### src/rtl/uart_tx_serializer.sv
// UART transmit serializer: 8N1-style framing from a dataok/txdata byte stream.
// One-byte holding register lets frames run back-to-back with no idle gap.
module uart_tx_serializer #(
  parameter int OVERSAMPLE = 16,
  parameter int DATA_BITS  = 8,
  parameter int STOP_BITS  = 1
) (
  input  logic                 clk_uart,
  input  logic                 reset,
  input  logic [DATA_BITS-1:0] txdata,
  input  logic                 dataok,
  output logic                 txd,
  output logic                 busy,
  output logic                 tx_done,
  output logic                 overrun
);

  localparam int STOP_TICKS = OVERSAMPLE * STOP_BITS;
  localparam int TW = (STOP_TICKS > 1) ? $clog2(STOP_TICKS) : 1;
  localparam int BW = (DATA_BITS > 1) ? $clog2(DATA_BITS) : 1;

  localparam logic [TW-1:0] BIT_LAST  = TW'(OVERSAMPLE - 1);
  localparam logic [TW-1:0] STOP_LAST = TW'(STOP_TICKS - 1);
  localparam logic [BW-1:0] DATA_LAST = BW'(DATA_BITS - 1);

  typedef enum logic [1:0] {
    S_IDLE,
    S_START,
    S_DATA,
    S_STOP
  } state_t;

  state_t               state, state_n;
  logic [TW-1:0]        tick, tick_n;
  logic [BW-1:0]        bitc, bit_n;
  logic [DATA_BITS-1:0] shifter, shift_n;
  logic [DATA_BITS-1:0] hold, hold_n;
  logic                 hold_valid, hv_n;
  logic                 dataok_d;
  logic                 req;
  logic                 consume;
  logic                 txd_n;
  logic                 ovr_n;

  assign req = dataok & ~dataok_d;

  // txd_n is the line level for the state being entered, so txd stays registered
  always_comb begin
    state_n = state;
    tick_n  = tick;
    bit_n   = bitc;
    shift_n = shifter;
    txd_n   = txd;
    consume = 1'b0;
    unique case (state)
      S_IDLE: begin
        txd_n = 1'b1;
        if (hold_valid) begin
          consume = 1'b1;
          shift_n = hold;
          tick_n  = '0;
          state_n = S_START;
          txd_n   = 1'b0;
        end
      end
      S_START: begin
        txd_n = 1'b0;
        if (tick == BIT_LAST) begin
          tick_n  = '0;
          bit_n   = '0;
          state_n = S_DATA;
          txd_n   = shifter[0];
        end else begin
          tick_n = tick + 1'b1;
        end
      end
      S_DATA: begin
        txd_n = shifter[0];
        if (tick == BIT_LAST) begin
          tick_n  = '0;
          shift_n = shifter >> 1;
          if (bitc == DATA_LAST) begin
            state_n = S_STOP;
            txd_n   = 1'b1;
          end else begin
            bit_n = bitc + 1'b1;
            txd_n = shifter[1];
          end
        end else begin
          tick_n = tick + 1'b1;
        end
      end
      S_STOP: begin
        txd_n = 1'b1;
        if (tick == STOP_LAST) begin
          tick_n = '0;
          if (hold_valid) begin
            consume = 1'b1;
            shift_n = hold;
            state_n = S_START;
            txd_n   = 1'b0;
          end else begin
            state_n = S_IDLE;
          end
        end else begin
          tick_n = tick + 1'b1;
        end
      end
      default: begin
        state_n = S_IDLE;
        tick_n  = '0;
        txd_n   = 1'b1;
      end
    endcase
  end

  // a request landing on the consume cycle refills the hold rather than overrunning
  always_comb begin
    hold_n = hold;
    hv_n   = hold_valid;
    ovr_n  = 1'b0;
    if (consume) begin
      hv_n = req;
      if (req) hold_n = txdata;
    end else if (req && !hold_valid) begin
      hold_n = txdata;
      hv_n   = 1'b1;
    end else if (req) begin
      ovr_n = 1'b1;
    end
  end

  always_ff @(posedge clk_uart) begin
    if (reset) begin
      state      <= S_IDLE;
      tick       <= '0;
      bitc       <= '0;
      shifter    <= '0;
      hold       <= '0;
      hold_valid <= 1'b0;
      dataok_d   <= 1'b1;
      txd        <= 1'b1;
      busy       <= 1'b0;
      tx_done    <= 1'b0;
      overrun    <= 1'b0;
    end else begin
      state      <= state_n;
      tick       <= tick_n;
      bitc       <= bit_n;
      shifter    <= shift_n;
      hold       <= hold_n;
      hold_valid <= hv_n;
      dataok_d   <= dataok;
      txd        <= txd_n;
      busy       <= (state_n != S_IDLE) | hv_n;
      tx_done    <= (state_n == S_STOP) && (tick_n == STOP_LAST);
      overrun    <= ovr_n;
    end
  end

endmodule

### config.mk
export PLATFORM = sky130hd
export DESIGN_NAME = uart_tx_serializer
export DESIGN_NICKNAME = d
export VERILOG_FILES = /design/src/rtl/uart_tx_serializer.sv
export SDC_FILE = /design/constraint.sdc
export NUM_CORES = 1
export LEC_CHECK = 0
export ABC_AREA = 1
export ABC_CLOCK_PERIOD_IN_PS = 3100
export BUFFER_PORTS_ARGS = -buffer_cell sky130_fd_sc_hd__buf_2
export CAP_MARGIN = 0
export CORE_MARGIN = 2
export CORE_UTILIZATION = 65
export CTS_BUF_LIST = sky130_fd_sc_hd__clkbuf_2 sky130_fd_sc_hd__clkbuf_4 sky130_fd_sc_hd__clkbuf_8
export CTS_CLUSTER_DIAMETER = 30
export DETAILED_ROUTE_END_ITERATION = 8
export PLACE_DENSITY = 0.86
export SLEW_MARGIN = 20
export SYNTH_ARGS = -nofsm -noshare
export SYNTH_HDL_FRONTEND = slang
export SYNTH_SLANG_ARGS = --single-unit
### constraint.sdc
create_clock -name clk_uart -period 3.1 [get_ports clk_uart]
set_input_delay 0.62 -clock clk_uart [delete_from_list [all_inputs] [get_ports clk_uart]]
set_output_delay 0.62 -clock clk_uart [all_outputs]
set_load 0.02 [all_outputs]
==> metrics, run 1 <==
die area 0.002873 mm2; status completed; Chip Height 53.60 um; Post-Synthesis Mean Instance Area 7.013 um2; relative slew slack 0.6275; CP Max Fanout 19; flops & latches, synth 31; vias in the first global route 1264; Synthesis Warnings 0; largest net degree at the start of global routing 21; Post-CTS Resized 0; Initial Util 0.7026; WHS Path Cells 3; Finished Cell Area 0.001722 mm2; layout cell share with drive strength beyond 1 0.1276; Seq pwr share 0.517; post-DP HPWL 2324 um; Worst EP arrival 2.18 ns; Net Switching 0.2275 mW; power per cell area 483.2 mW/mm2; H-tree levels 2; total CTS buffers 5; initial antenna violation count 0; Hold Path Class primary input to flop; post-layout minimum cycle time 1.898 ns; CTS max path bufs 2; clock-pin transition on the worst setup and hold timing paths 0.09 ns; Placer Congestion 0.8412; fin. max-slew vios 0; Congestion Overflow GR 0; Die W 53.60 um; clock power share 0.338; Leak 0.8320 nW; FP Rows 17; f_max 526.8 MHz; Final nets 261; GRT Total Usage 0.2619; final setup vio count 0; routed length per instance 11.74 um; Post-Syn Nets 247; Num Clock Sinks 31; ANT cells 0; DP Area 0.001649 mm2; Post-Route WL 3182 um; RSZ-0062 raised after global routing false; sequential area share after synthesis 0.3881; DRC errors left 0; area grow syn2layout 7.668%; Final Hold Viols 0; switching part of the total 0.2735; Initial DRT Pass Iterations 4; via count 1442; Final ANT Viol Nets 0; 1st-iter DRT viols 41; post-synth cell types 23; CTS Hold Bufs 0; combinational share of power 0.145; Worst-Margin Slew 0.5581 ns; final setup TNS 0 ns; final period utilization 0.6123; CP Capture Type flop; CP required 3.38 ns; Placeable Area 0.002276 mm2; Mapped Area 0.001599 mm2; clock skew 0.004963 ns; io pins 15; internal power 0.6043 mW; r2r worst-path depth 8; CTS tree yes; total of max-cap violations 0; Mapped Cells 228; port bufs 14; Startpoint Class flop; vias per inst 5.321; worst-skew pair later-pin latency 0.34 ns; worst vdd ir 0.3925 mV; clock root cell clkbuf_4; crit path kind flop to flop; Tot Pwr 0.8319 mW; Post-CTS Repair Setup Buffers 0; first-pass GRT wire length 5257 um
## power groups by stage
| stage | Clock [mW] | Combinational, mW | Sequential [mW] |
|---|---|---|---|
| floorplan | 0 | 0.0884 | 0.441 |
| CTS | 0.287 | 0.120 | 0.430 |
| finish | 0.282 | 0.121 | 0.430 |
| global placement | 0 | 0.115 | 0.438 |
| global route | 0.301 | 0.138 | 0.432 |
| detailed placement | 0 | 0.119 | 0.439 |
## flip-flops by register name, indices dropped and copies added (netlist names)
signal      cells
txd             1
shifter         8
busy            1
hold            8
tick            4
tx_done         1
hold_valid      1
overrun         1
dataok_d        1
state           2
bitc            3
## Yosys cell counts
master / number / share of area
ha_1: 8 / 0.063
and2_2: 1 / 0.0047
o22ai_1: 1 / 0.0039
nand3b_1: 1 / 0.0047
nand3_2: 2 / 0.013
nor3_1: 1 / 0.0031
nand3_1: 16 / 0.050
inv_2: 1 / 0.0023
clkbuf_8: 2 / 0.017
nand2_2: 1 / 0.0039
clkbuf_1: 3 / 0.0070
dfxtp_1: 31 / 0.39
nand2_4: 1 / 0.0070
nor2_4: 1 / 0.0070
a21oi_1: 18 / 0.056
inv_1: 29 / 0.068
nor2_1: 34 / 0.080
o21ai_0: 21 / 0.066
nand3_4: 2 / 0.022
nand2_1: 51 / 0.12
buf_2: 1 / 0.0031
a31oi_1: 1 / 0.0039
buf_6: 1 / 0.0070
## worst paths after layout
| path | start | end | slack (ns) |
|---|---|---|---|
| setup / recovery | state[0] | shifter[7] | 1.20 |
| setup reg to reg | state[0] | shifter[7] | 1.20 |
| hold / removal | dataok | dataok_d | 0.45 |
| hold reg to reg | bitc[2] | bitc[2] | 0.48 |
## kinds of logic after synthesis
| logic type | Yosys count | synth area share |
|---|---|---|
| AO/OA/AOI/OAI | 41 | 0.1299 |
| adder cells (fa/ha/maj) | 8 | 0.06260 |
| buffers and inverters | 37 | 0.1048 |
| flip-flops | 31 | 0.3881 |
| AND/OR/NAND/NOR | 111 | 0.3146 |
## cell usage in the layout, fill, tap and decap left out, types with 6 or more instances in the layout
cell type,n
nand2_1,51
nor2_1,34
dfxtp_1,31
inv_1,29
o21ai_0,21
a21oi_1,18
nand3_1,16
buf_2,14
ha_1,8
clkbuf_4,6
## stage by stage
| stage | instances | util | hold slack [ns] | setup WS (ns) |
|---|---|---|---|---|
| after floorplan | 228 | - | 0.4381 | 1.555 |
| after global placement | 263 | 0.7246 | 0.4517 | 1.346 |
| after detailed placement | 263 | 0.7246 | 0.4655 | 1.221 |
| after CTS | 271 | 0.7565 | 0.4446 | 1.201 |
| after global routing | 271 | 0.7565 | 0.4625 | 0.9318 |
| final | 271 | 0.7565 | 0.4509 | 1.202 |
## final cells by class
cell class	instances	area, um2
Multi-Input combinational cell	160	810.8
Tap cell	28	35.03
Clock buffer	8	72.57
Fill cell	167	554.3
Timing Repair Buffer	14	70.07
Inverter	30	112.6
Sequential cell	31	620.6
## layer usage
| layer | global-route usage | share of wire | vias up |
|---|---|---|---|
| li1 | - | - | 753 |
| met1 | 0.3217 | 0.47 | 636 |
| met2 | 0.4115 | 0.45 | 45 |
| met3 | 0.05833 | 0.052 | 8 |
| met4 | 0.1709 | 0.026 | 0 |
| met5 | 0 | 0 | - |
## critical path, stage by stage, from the launching register on
cell	delay, ns
dfxtp_1	0.35
inv_1	0.13
ha_1	0.49
inv_1	0.17
a21oi_1	0.16
nand2_1	0.18
inv_2	0.17
nand3_1	0.08
a21oi_1	0.12
Note: power is estimated with default switching activity, not from simulation.
==> inputs of run 2 (changes only) <==
- ABC_CLOCK_PERIOD_IN_PS: 3100 -> 1700
- CORE_ASPECT_RATIO: not set -> 0.5
- CORE_UTILIZATION: 65 -> 55
- PLACE_DENSITY: 0.86 -> 0.78
- clock period: 3.1 -> 1.7 ns (I/O delays scaled with it)
==> run 2 against run 1 <==
  * Global-route usage decreased by 5.5 points
  * Die area increased by 18%
  * Maximum frequency increased by 20%
  * Setup slack got worse by 1.1 ns
  * Via count decreased by 0.42%
  * Worst hold slack got worse by 0.21 ns
==> metrics, run 2 (synthesized netlist as in run 1, its figures left out) <==
Post-Route WL 3313 um (was 3182 um); Final nets 266 (was 261); DRC errors left 0 (unchanged); Placeable Area 0.002684 mm2 (was 0.002276 mm2); largest net degree at the start of global routing 17 (was 21); vias in the first global route 1265 (was 1264); flop2flop setup slack 0.12 ns (was 1.20 ns); Leak 0.8600 nW (was 0.8320 nW); CTS max path bufs 2 (unchanged); first-pass GRT wire length 5299 um (was 5257 um); Chip Height 42.13 um (was 53.60 um); ANT cells 0 (unchanged); clock root cell clkbuf_8 (was clkbuf_4); H-tree levels 2 (unchanged); post-route insts no fill 285 (was 271); Placer Congestion 0.8570 (was 0.8412); Buf/Inv on CP 0 (was 3); port bufs 14 (unchanged); power per cell area 877.5 mW/mm2 (was 483.2 mW/mm2); Worst-Margin Slew 0.5258 ns (was 0.5581 ns); 1st-iter DRT viols 117 (was 41); Worst R2R End hold[7] (was shifter[7]); f_max 632.1 MHz (was 526.8 MHz); vias per inst 5.039 (was 5.321); Num Clock Sinks 31 (unchanged); clock skew 0.003478 ns (was 0.004963 ns); CP Max Fanout 8 (was 19); WHS Path Cells 3 (unchanged); total CTS buffers 5 (unchanged); final period utilization 0.9306 (was 0.6123); GRT Total Usage 0.2069 (was 0.2619); CTS Hold Bufs 0 (unchanged); most used cell, CP nand3_4; routed length per instance 11.62 um (was 11.74 um); status completed (unchanged); worst-skew pair later-pin latency 0.28 ns (was 0.34 ns); Initial Util 0.5958 (was 0.7026); CP Capture Type flop (unchanged); Die W 80.26 um (was 53.60 um); worst vdd ir 0.5910 mV (was 0.3925 mV); post-layout minimum cycle time 1.582 ns (was 1.898 ns); CP required 1.88 ns (was 3.38 ns); placed instance count 276 (was 263); clock-pin transition on the worst setup and hold timing paths 0.06 ns (was 0.09 ns); r2r worst-path depth 8 (unchanged); FP Rows 13 (was 17); Regs by FF count hold x8, shifter x8, tick x4 (unchanged); Worst EP arrival 1.76 ns (was 2.18 ns); Initial DRT Pass Iterations 5 (was 4); final setup vio count 0 (unchanged); most common cell after layout, fill and taps aside nand2_1 (unchanged); crit path cell chain ha_1, nand2_2, nor2_4, nand3_4, nand2_4, nand3_4, a21oi_2, nor2_1 (was inv_1, ha_1, inv_1, a21oi_1, nand2_1, inv_2, nand3_1, a21oi_1); final setup TNS 0 ns (unchanged); Largest delay share family, worst path simple AND/OR/NAND/NOR gates (was adder cells); relative slew slack 0.6481 (was 0.6275); total of max-cap violations 0 (unchanged); Crit-path slowest cell dfxtp_1 (was ha_1); Startpoint Class flop (unchanged); final design utilization 0.6825 (was 0.7565); area grow syn2layout 14.55% (was 7.668%); CTS tree yes (unchanged); via count 1436 (was 1442); die area 0.003381 mm2 (was 0.002873 mm2); layout cell share with drive strength beyond 1 0.1815 (was 0.1276); Hold Path Origin dataok (unchanged); fin. max-slew vios 0 (unchanged); Hold Path Class primary input to flop (unchanged); post-DP HPWL 2284 um (was 2324 um); io pins 15 (unchanged); initial antenna violation count 0 (unchanged); Congestion Overflow GR 0 (unchanged); r2r startpoint tick[0] (was state[0]); crit path kind flop to flop (unchanged); Hold Path End dataok_d (unchanged); Final Hold Viols 0 (unchanged); most frequent cells in the layout nand2_1 (49), nor2_1 (34), dfxtp_1 (31) (was nand2_1 (51), nor2_1 (34), dfxtp_1 (31)); Final ANT Viol Nets 0 (unchanged); CP max stage delay 0.38 ns (was 0.49 ns)
run 2: worst reg2reg max path, delay by kind of cell, from the launching register on:
| family | cells | cell delay [ns] |
|---|---|---|
| flops | 1 | 0.38 |
| fa+ha+maj | 1 | 0.23 |
| compound gates | 1 | 0.19 |
| simple gates | 6 | 0.67 |
run 2: repair_timing:
action / in CTS / in global routing
gates resized for setup: 0 / 11
setup buffers: 0 / 0
setup endpoints to repair: 0 / 15
hold endpoints to repair: 0 / 0
run 2: routing by layer:
| layer | share of wire | GRT usage | up-vias |
|---|---|---|---|
| met5 | 0 | 0 | - |
| met4 | 0.014 | 0.08475 | 0 |
| met3 | 0.057 | 0.08621 | 6 |
| met2 | 0.44 | 0.3167 | 38 |
| met1 | 0.49 | 0.2583 | 626 |
| li1 | - | - | 766 |
run 2: how the worst max path moves through the flow:
| stage | endpoint | cells after the start | from |
|---|---|---|---|
| final | hold[7] | 8 | tick[0] |
| after floorplan | shifter[7] | 9 | state[0] |
| after CTS | shifter[7] | 8 | state[0] |
| after detailed placement | shifter[7] | 8 | state[0] |
| after global routing | busy | 9 | tick[0] |
| after global placement | hold[3] | 8 | tick[0] |
run 2: power by group:
group / switching, mW / internal, mW / total (mW)
clock: 0.268 / 0.319 / 0.586
combinational: 0.149 / 0.0870 / 0.236
sequential: 0.0213 / 0.764 / 0.785
total: 0.438 / 1.17 / 1.61
run 2: final cells by class:
| cell class | instances | area [um2] |
|---|---|---|
| fillers | 236 | 852.1 |
| clock buffers | 7 | 83.83 |
| well taps | 37 | 46.29 |
| clock inverters | 1 | 5.005 |
| repair buffers | 18 | 100.1 |
| multi-input cells | 161 | 863.3 |
| flip-flops and latches | 31 | 620.6 |
| inverters | 30 | 112.6 |
run 2: through the flow:
stage	power (mW)	hold slack, ns	setup slack (ns)	cell area, um2
finish	1.607	0.2452	0.1181	1832
global route	1.688	0.2579	-0.02950	1832
CTS	1.598	0.2424	0.06128	1779
detailed placement	1.018	0.4650	0.08374	1690
global placement	1.012	0.4516	0.1735	1690
floorplan	0.9661	0.4364	0.2638	1599
